<file path="src/rtl/eth_pkg.sv">
// Shared types and helpers for the RMII receive path blocks.
package eth_pkg;

  typedef enum logic [1:0] {
    SKIP    = 2'd0,
    IDLE    = 2'd1,
    COLLECT = 2'd2,
    WAIT_CK = 2'd3
  } agg_state_t;

  localparam int COUNT_W = 16;

  function automatic int dibits_per_word(input int word_bits);
    return word_bits / 2;
  endfunction

endpackage

</file>
<file path="src/rtl/payload_aggregate_if.sv">
// Bundle between the firewall/cksum stages, payload_aggregate and the LED logic.
interface payload_aggregate_if
  import eth_pkg::*;
#(
  parameter int WORD_BITS = 32
);
  // Valid-only streams, no ready anywhere: a dibit is consumed on every clk
  // edge with axiiv=1, and axiov is a one-cycle pulse qualifying axiod.
  logic                 axiiv;
  logic [1:0]           axiid;
  logic                 cksum_done;
  logic                 cksum_kill;
  logic                 axiov;
  logic [WORD_BITS-1:0] axiod;
  logic [COUNT_W-1:0]   good_count;
  logic [COUNT_W-1:0]   drop_count;

  modport master (
    output axiiv, axiid, cksum_done, cksum_kill,
    input  axiov, axiod, good_count, drop_count
  );

  modport slave (
    input  axiiv, axiid, cksum_done, cksum_kill,
    output axiov, axiod, good_count, drop_count
  );

endinterface

</file>
<file path="src/rtl/payload_aggregate_sat_counter.sv">
// Increment-only counter that sticks at all-ones instead of wrapping.
module sat_counter #(
  parameter int WIDTH = 16
) (
  input  logic             clk,
  input  logic             rst,
  input  logic             inc,
  output logic [WIDTH-1:0] count
);

  logic [WIDTH-1:0] count_q;

  always_ff @(posedge clk or posedge rst) begin
    if (rst) begin
      count_q <= '0;
    end else if (inc && (count_q != '1)) begin
      count_q <= count_q + WIDTH'(1);
    end
  end

  assign count = count_q;

endmodule

</file>
<file path="src/rtl/payload_aggregate.sv">
// Captures the first WORD_BITS of each passing frame's payload and commits it
// once the checksum stage reports a good frame; counts good and dropped frames.
module payload_aggregate
  import eth_pkg::*;
#(
  parameter int WORD_BITS      = 32,
  parameter int TIMEOUT_CYCLES = 64
) (
  input  logic                clk,
  input  logic                rst,
  payload_aggregate_if.slave  bus,
  output agg_state_t          dbg_state
);

  localparam int DPW   = dibits_per_word(WORD_BITS);
  localparam int CNT_W = $clog2(DPW + 1);
  localparam int TMO_W = $clog2(TIMEOUT_CYCLES + 1);

  agg_state_t           state;
  logic [WORD_BITS-1:0] shift_q;
  logic [CNT_W-1:0]     cnt_q;
  logic [TMO_W-1:0]     tmo_q;
  logic                 ck_seen;
  logic                 ck_bad;
  logic                 done_q;
  logic                 axiov_q;
  logic [WORD_BITS-1:0] axiod_q;

  logic done_rise;
  logic verdict;
  logic verdict_bad;
  logic full;
  logic commit;
  logic drop;
  logic start;

  always_comb begin
    // Only a fresh rise counts, so a done level left over from the previous
    // frame can never be mistaken for this frame's verdict.
    done_rise   = bus.cksum_done & ~done_q;
    verdict     = ck_seen | done_rise;
    verdict_bad = ck_seen ? ck_bad : bus.cksum_kill;
    full        = (cnt_q == CNT_W'(DPW));
    commit      = 1'b0;
    drop        = 1'b0;
    if (state == WAIT_CK) begin
      if (verdict) begin
        commit = ~verdict_bad & full;
        drop   = verdict_bad | ~full;
      end else begin
        drop   = bus.axiiv | (tmo_q == TMO_W'(TIMEOUT_CYCLES - 1));
      end
    end
    start = bus.axiiv & ((state == IDLE) | (state == WAIT_CK));
  end

  always_ff @(posedge clk or posedge rst) begin
    if (rst) begin
      state   <= SKIP;
      shift_q <= '0;
      cnt_q   <= '0;
      tmo_q   <= '0;
      ck_seen <= 1'b0;
      ck_bad  <= 1'b0;
      done_q  <= 1'b0;
      axiov_q <= 1'b0;
      axiod_q <= '0;
    end else begin
      done_q  <= bus.cksum_done;
      axiov_q <= commit;
      if (commit) begin
        axiod_q <= shift_q;
      end

      if (start) begin
        // A new frame may begin in the same cycle the old one resolves.
        state   <= COLLECT;
        shift_q <= WORD_BITS'(bus.axiid);
        cnt_q   <= CNT_W'(1);
        ck_seen <= 1'b0;
        ck_bad  <= 1'b0;
      end else begin
        case (state)
          SKIP: begin
            if (!bus.axiiv) begin
              state <= IDLE;
            end
          end
          IDLE: begin
          end
          COLLECT: begin
            // cksum sees the frame ahead of the firewall, so its verdict can
            // land while payload is still streaming.
            if (done_rise && !ck_seen) begin
              ck_seen <= 1'b1;
              ck_bad  <= bus.cksum_kill;
            end
            if (bus.axiiv) begin
              if (!full) begin
                shift_q <= (shift_q << 2) | WORD_BITS'(bus.axiid);
                cnt_q   <= cnt_q + CNT_W'(1);
              end
            end else begin
              state <= WAIT_CK;
              tmo_q <= '0;
            end
          end
          WAIT_CK: begin
            if (commit || drop) begin
              state <= IDLE;
            end else begin
              tmo_q <= tmo_q + TMO_W'(1);
            end
          end
          default: state <= SKIP;
        endcase
      end
    end
  end

  sat_counter #(.WIDTH(COUNT_W)) u_good_count (
    .clk   (clk),
    .rst   (rst),
    .inc   (commit),
    .count (bus.good_count)
  );

  sat_counter #(.WIDTH(COUNT_W)) u_drop_count (
    .clk   (clk),
    .rst   (rst),
    .inc   (drop),
    .count (bus.drop_count)
  );

  assign bus.axiov = axiov_q;
  assign bus.axiod = axiod_q;
  assign dbg_state = state;

endmodule

</file>
<file path="src/flat_wrapper.sv">
// flat-port wrapper written by rule: the top's interface ports become plain ports
module payload_aggregate_flat import eth_pkg::*;
#(
  parameter int WORD_BITS      = 32,
  parameter int TIMEOUT_CYCLES = 64
)
  (clk, rst, dbg_state, bus_axiiv, bus_axiid, bus_cksum_done, bus_cksum_kill, bus_axiov, bus_axiod, bus_good_count, bus_drop_count);
  payload_aggregate_if #(.WORD_BITS(WORD_BITS)) bus_i ();
  input  logic clk;
  input  logic rst;
  output agg_state_t dbg_state;
  input wire logic [$bits(bus_i.axiiv)-1:0] bus_axiiv;
  input wire logic [$bits(bus_i.axiid)-1:0] bus_axiid;
  input wire logic [$bits(bus_i.cksum_done)-1:0] bus_cksum_done;
  input wire logic [$bits(bus_i.cksum_kill)-1:0] bus_cksum_kill;
  output wire logic [$bits(bus_i.axiov)-1:0] bus_axiov;
  output wire logic [$bits(bus_i.axiod)-1:0] bus_axiod;
  output wire logic [$bits(bus_i.good_count)-1:0] bus_good_count;
  output wire logic [$bits(bus_i.drop_count)-1:0] bus_drop_count;
  assign bus_i.axiiv = bus_axiiv;
  assign bus_i.axiid = bus_axiid;
  assign bus_i.cksum_done = bus_cksum_done;
  assign bus_i.cksum_kill = bus_cksum_kill;
  assign bus_axiov = bus_i.axiov;
  assign bus_axiod = bus_i.axiod;
  assign bus_good_count = bus_i.good_count;
  assign bus_drop_count = bus_i.drop_count;
  payload_aggregate #(.WORD_BITS(WORD_BITS), .TIMEOUT_CYCLES(TIMEOUT_CYCLES)) u_core (.clk(clk), .rst(rst), .bus(bus_i), .dbg_state(dbg_state));
endmodule
</file>
<file path="config.mk">
export PLATFORM = sky130hd
export DESIGN_NAME = payload_aggregate_flat
export DESIGN_NICKNAME = d
export VERILOG_FILES = /design/src/rtl/eth_pkg.sv /design/src/rtl/payload_aggregate_if.sv /design/src/rtl/payload_aggregate_sat_counter.sv /design/src/rtl/payload_aggregate.sv /design/src/flat_wrapper.sv
export SDC_FILE = /design/constraint.sdc
export NUM_CORES = 1
export LEC_CHECK = 0
export ABC_AREA = 1
export BUFFER_PORTS_ARGS = -buffer_cell sky130_fd_sc_hd__buf_4
export CORE_MARGIN = 1
export CORE_UTILIZATION = 45
export DETAILED_ROUTE_END_ITERATION = 8
export GPL_TIMING_DRIVEN = 0
export SLEW_MARGIN = 30
export SYNTH_ARGS = -nofsm -noshare
export SYNTH_HDL_FRONTEND = slang
export SYNTH_HIERARCHICAL = 1
export SYNTH_SLANG_ARGS = --single-unit
</file>
<file path="constraint.sdc">
create_clock -name clk -period 3.3 [get_ports clk]
set_input_delay 0.495 -clock clk [delete_from_list [all_inputs] [get_ports clk]]
set_output_delay 0.495 -clock clk [all_outputs]
set_load 0.01 [all_outputs]
</file>
==> metrics.md <==
| Metric | Value |
|---|---|
| RSZ-0062 raised after global routing | `false` |
| Vias per cell | `4.913` |
| DRC Markers | `0` |
| Total GRT Usage | `21.40%` |
| Antenna Nets Post-Route | `0` |
| Max cap viols | `0` |
| Pre-CTS WS | `1068 ps` |
| Clock root cell | `clkbuf_16` |
| Die area | `0.01295 mm^2` |
| Fin. Hold Viols | `0` |
| Syn Nets | `681` |
| Worst setup EP type | `register` |
| Antenna violations before repair | `0` |
| Worst-path maximum fanout | `10` |
| Setup ws final | `1083 ps` |
| Final instance area | `0.007058 mm^2` |
| Nets | `774` |
| Most frequent cells in the layout | `181 x nand2_1, 114 x dfrtp_1, 80 x inv_1, 74 x buf_4, 62 x nand3_1` |
| Core area | `0.01211 mm^2` |
| Routed wire length | `12.43 mm` |
| Register bit total from synthesis | `114` |
| GPL Wtd Cong | `0.7994` |
| DIE HEIGHT | `113.8 um` |
| Post-synthesis async set-or-reset flop share | `100.0%` |
| CTS resizes | `0` |
| Final Cycle Share | `67.20%` |
| LEAKAGE | `0.003329 uW` |
| Slew Limit Fails | `0` |
| Port Buf Inserts | `73` |
| CTS tree | `yes` |
| Row cnt | `40` |
| # hold bufs at CTS | `0` |
| Netlist cell types | `29` |
| Dpl hpwl | `8.691 mm` |
| Worst Max-Slew Pin Slew | `681.9 ps` |
| Initial Utilization | `46.45%` |
| Vias in the first global route | `4527` |
| Share of the synthesized area in the top cell type | `50.71%` |
| Commonest non-fill, non-tap cell in the layout | `nand2_1` |
| Top post-synthesis cells by area | `dfrtp_1 51%, nand2_1 12%, nand3_1 5.5%` |
| Arrival @ worst endpoint | `2520 ps` |
| Yosys top cell by area | `dfrtp_1` |
| Post-Synthesis Cell Area | `0.005625 mm^2` |
| Synthesized instance count | `669` |
| Ant diodes | `0` |
| Status | `completed` |
| Post-synth EDFFs | `0` |
| Ports | `74` |
| Max Clk Rate | `451.0 MHz` |
| Worst clock skew | `6.911 ps` |
| Seq/Total Area, Yosys | `50.71%` |
| CTS sink count | `114` |
| Peak supply drop | `0.3515 mV` |
| CTS Buf Count | `17` |
| DRT Pass-1 Iters | `4` |
| DR iter-0 viols | `245` |
| Post-CTS Setup Inserts | `0` |
| Post-DP Area | `0.006409 mm^2` |
| Die width | `113.8 um` |
| Crit path time final | `2217 ps` |
| Pin count of the biggest net entering global routing | `45` |
| Reg clk slew, reported paths | `50 ps` |
| Depth of the CTS H-tree | `4` |
| Mapped Avg Cell Area | `8.409 um^2` |
| Worst setup SP type | `register` |
| CP Data Required Time | `3610 ps` |
| Hold crit path type | `input pin to asynchronous set/reset pin` |
| Top_reg_cell synth | `dfrtp_1` |
| Synth Warn # | `6` |
| Setup Crit Path Kind | `register to register` |
| Overflow after GRT | `0` |
| Final setup violation count | `0` |
| P&R area growth vs syn | `25.47%` |
| Share of layout cells above drive strength 1 | `23.74%` |
| Global-route wire length before repair | `21.65 mm` |
| Vias | `4633` |
| Worst skew pair latency | `410 ps` |
| Clk buf depth | `2` |
| Routed wire length per instance | `13.19 um` |
| Max-slew headroom | `54.49%` |
| Pwr dens | `591.2 mW/mm^2` |
[cell families (layout without fill, tap and decap cells)]
kind of cell               after synthesis  count (layout)  share of synthesized area [%]
DFF                                    114             114                          50.71
AOI/OAI and AO/OA                      102             102                          11.23
and+or+nand+nor                        338             338                          27.47
adders and majority gates                5               5                          1.112
xor gates and xnor gates                 9               9                          1.401
buffers and inverters                  101             207                          8.074
[critical path, stage by stage, from the launching register on]
cell and delay, ps:
dfrtp_1 410, inv_1 70, ha_1 150, nand2_2 100, nor2_4 130, nand2_2 70, nor2_4 100, nand2_2 90
clkbuf_2 220, inv_1 150, inv_1 110, nor2_1 110, nand2_1 60, nor2_1 140, nand3_1 90, nand2_1 70
inv_1 30
[final timing paths]
path,start,end,slack (ps),cells after the start
max in group asynchronous,rst,u_core/u_drop_count/count[6],2630,2
worst min-delay path,rst,u_core/cnt_q[4],110,2
worst max-delay path,u_core/cnt_q[0],u_core/u_good_count/count[13],1080,16
min in group clk,bus_cksum_done,u_core/done_q,220,1
worst max register to register,u_core/cnt_q[0],u_core/u_good_count/count[13],1080,16
worst min register to register,u_core/bus.axiod[16],u_core/bus.axiod[16],480,2
[Yosys cell counts (2+ instances only)]
master,instances
a21oi_1,7
buf_2,2
buf_6,6
buf_8,2
clkbuf_1,6
dfrtp_1,114
ha_1,5
inv_1,81
inv_2,2
nand2_1,181
nand2_2,17
nand3_1,62
nand3b_1,4
nand4_1,11
nor2_1,42
nor2_2,6
nor2_4,12
nor3_1,2
o21ai_0,40
o21ai_1,25
o21ai_2,26
o32ai_1,2
xnor2_1,4
xor2_1,5
[registers in the layout (all words and copies together), names as in the netlist]
| register | count |
|---|---|
| u_core/done_q | 1 |
| u_core/tmo_q | 7 |
| u_core/bus.axiov | 1 |
| u_core/bus.axiod | 32 |
| u_core/u_good_count/count | 16 |
| u_core/cnt_q | 5 |
| u_core/ck_seen | 1 |
| u_core/u_drop_count/count | 16 |
| u_core/ck_bad | 1 |
| u_core/dbg_state | 2 |
| u_core/shift_q | 32 |
[per-stage QoR]
stage | power, uW | std cells | hold slack (ps) | TNS (ps) | util, %
final | 4173 | 943 | 105.6 | 0 | 58.27
after global routing | 4361 | 943 | 141.4 | 0 | 58.27
after global placement | 2179 | 910 | 455.9 | -28540 | 52.71
after detailed placement | 2199 | 911 | 469.6 | 0 | 52.91
after floorplan | 1989 | 669 | 408.7 | 0 | -
after CTS | 4225 | 943 | 114.9 | 0 | 58.27
[power breakdown]
part | internal, uW | switching, uW | leakage [uW]
registers | 1500 | 125 | 0.00152
logic | 215 | 332 | 0.00149
clock network | 1350 | 648 | 0.000312
total | 3070 | 1110 | 0.00333
[per-layer routing]
metal / wire, um / GRT usage [%] / vias up
met2: 5738 / 32.89 / 74
met1: 6047 / 29.43 / 2216
met3: 515 / 5.845 / 10
met5: 0 / 0 / -
li1: - / - / 2333
met4: 131 / 7.013 / 0
[cell type report]
type,count,area [um^2]
fill,1137,5054
sequential,114,2853
multi-input combinational,454,2318
timing repair buffer,74,568.0
clock buffer,18,439.2
inverter,83,316.6
clock inverter,14,210.2
tap,168,210.2
buffer,18,142.6
(Power assumes the default switching activity.)
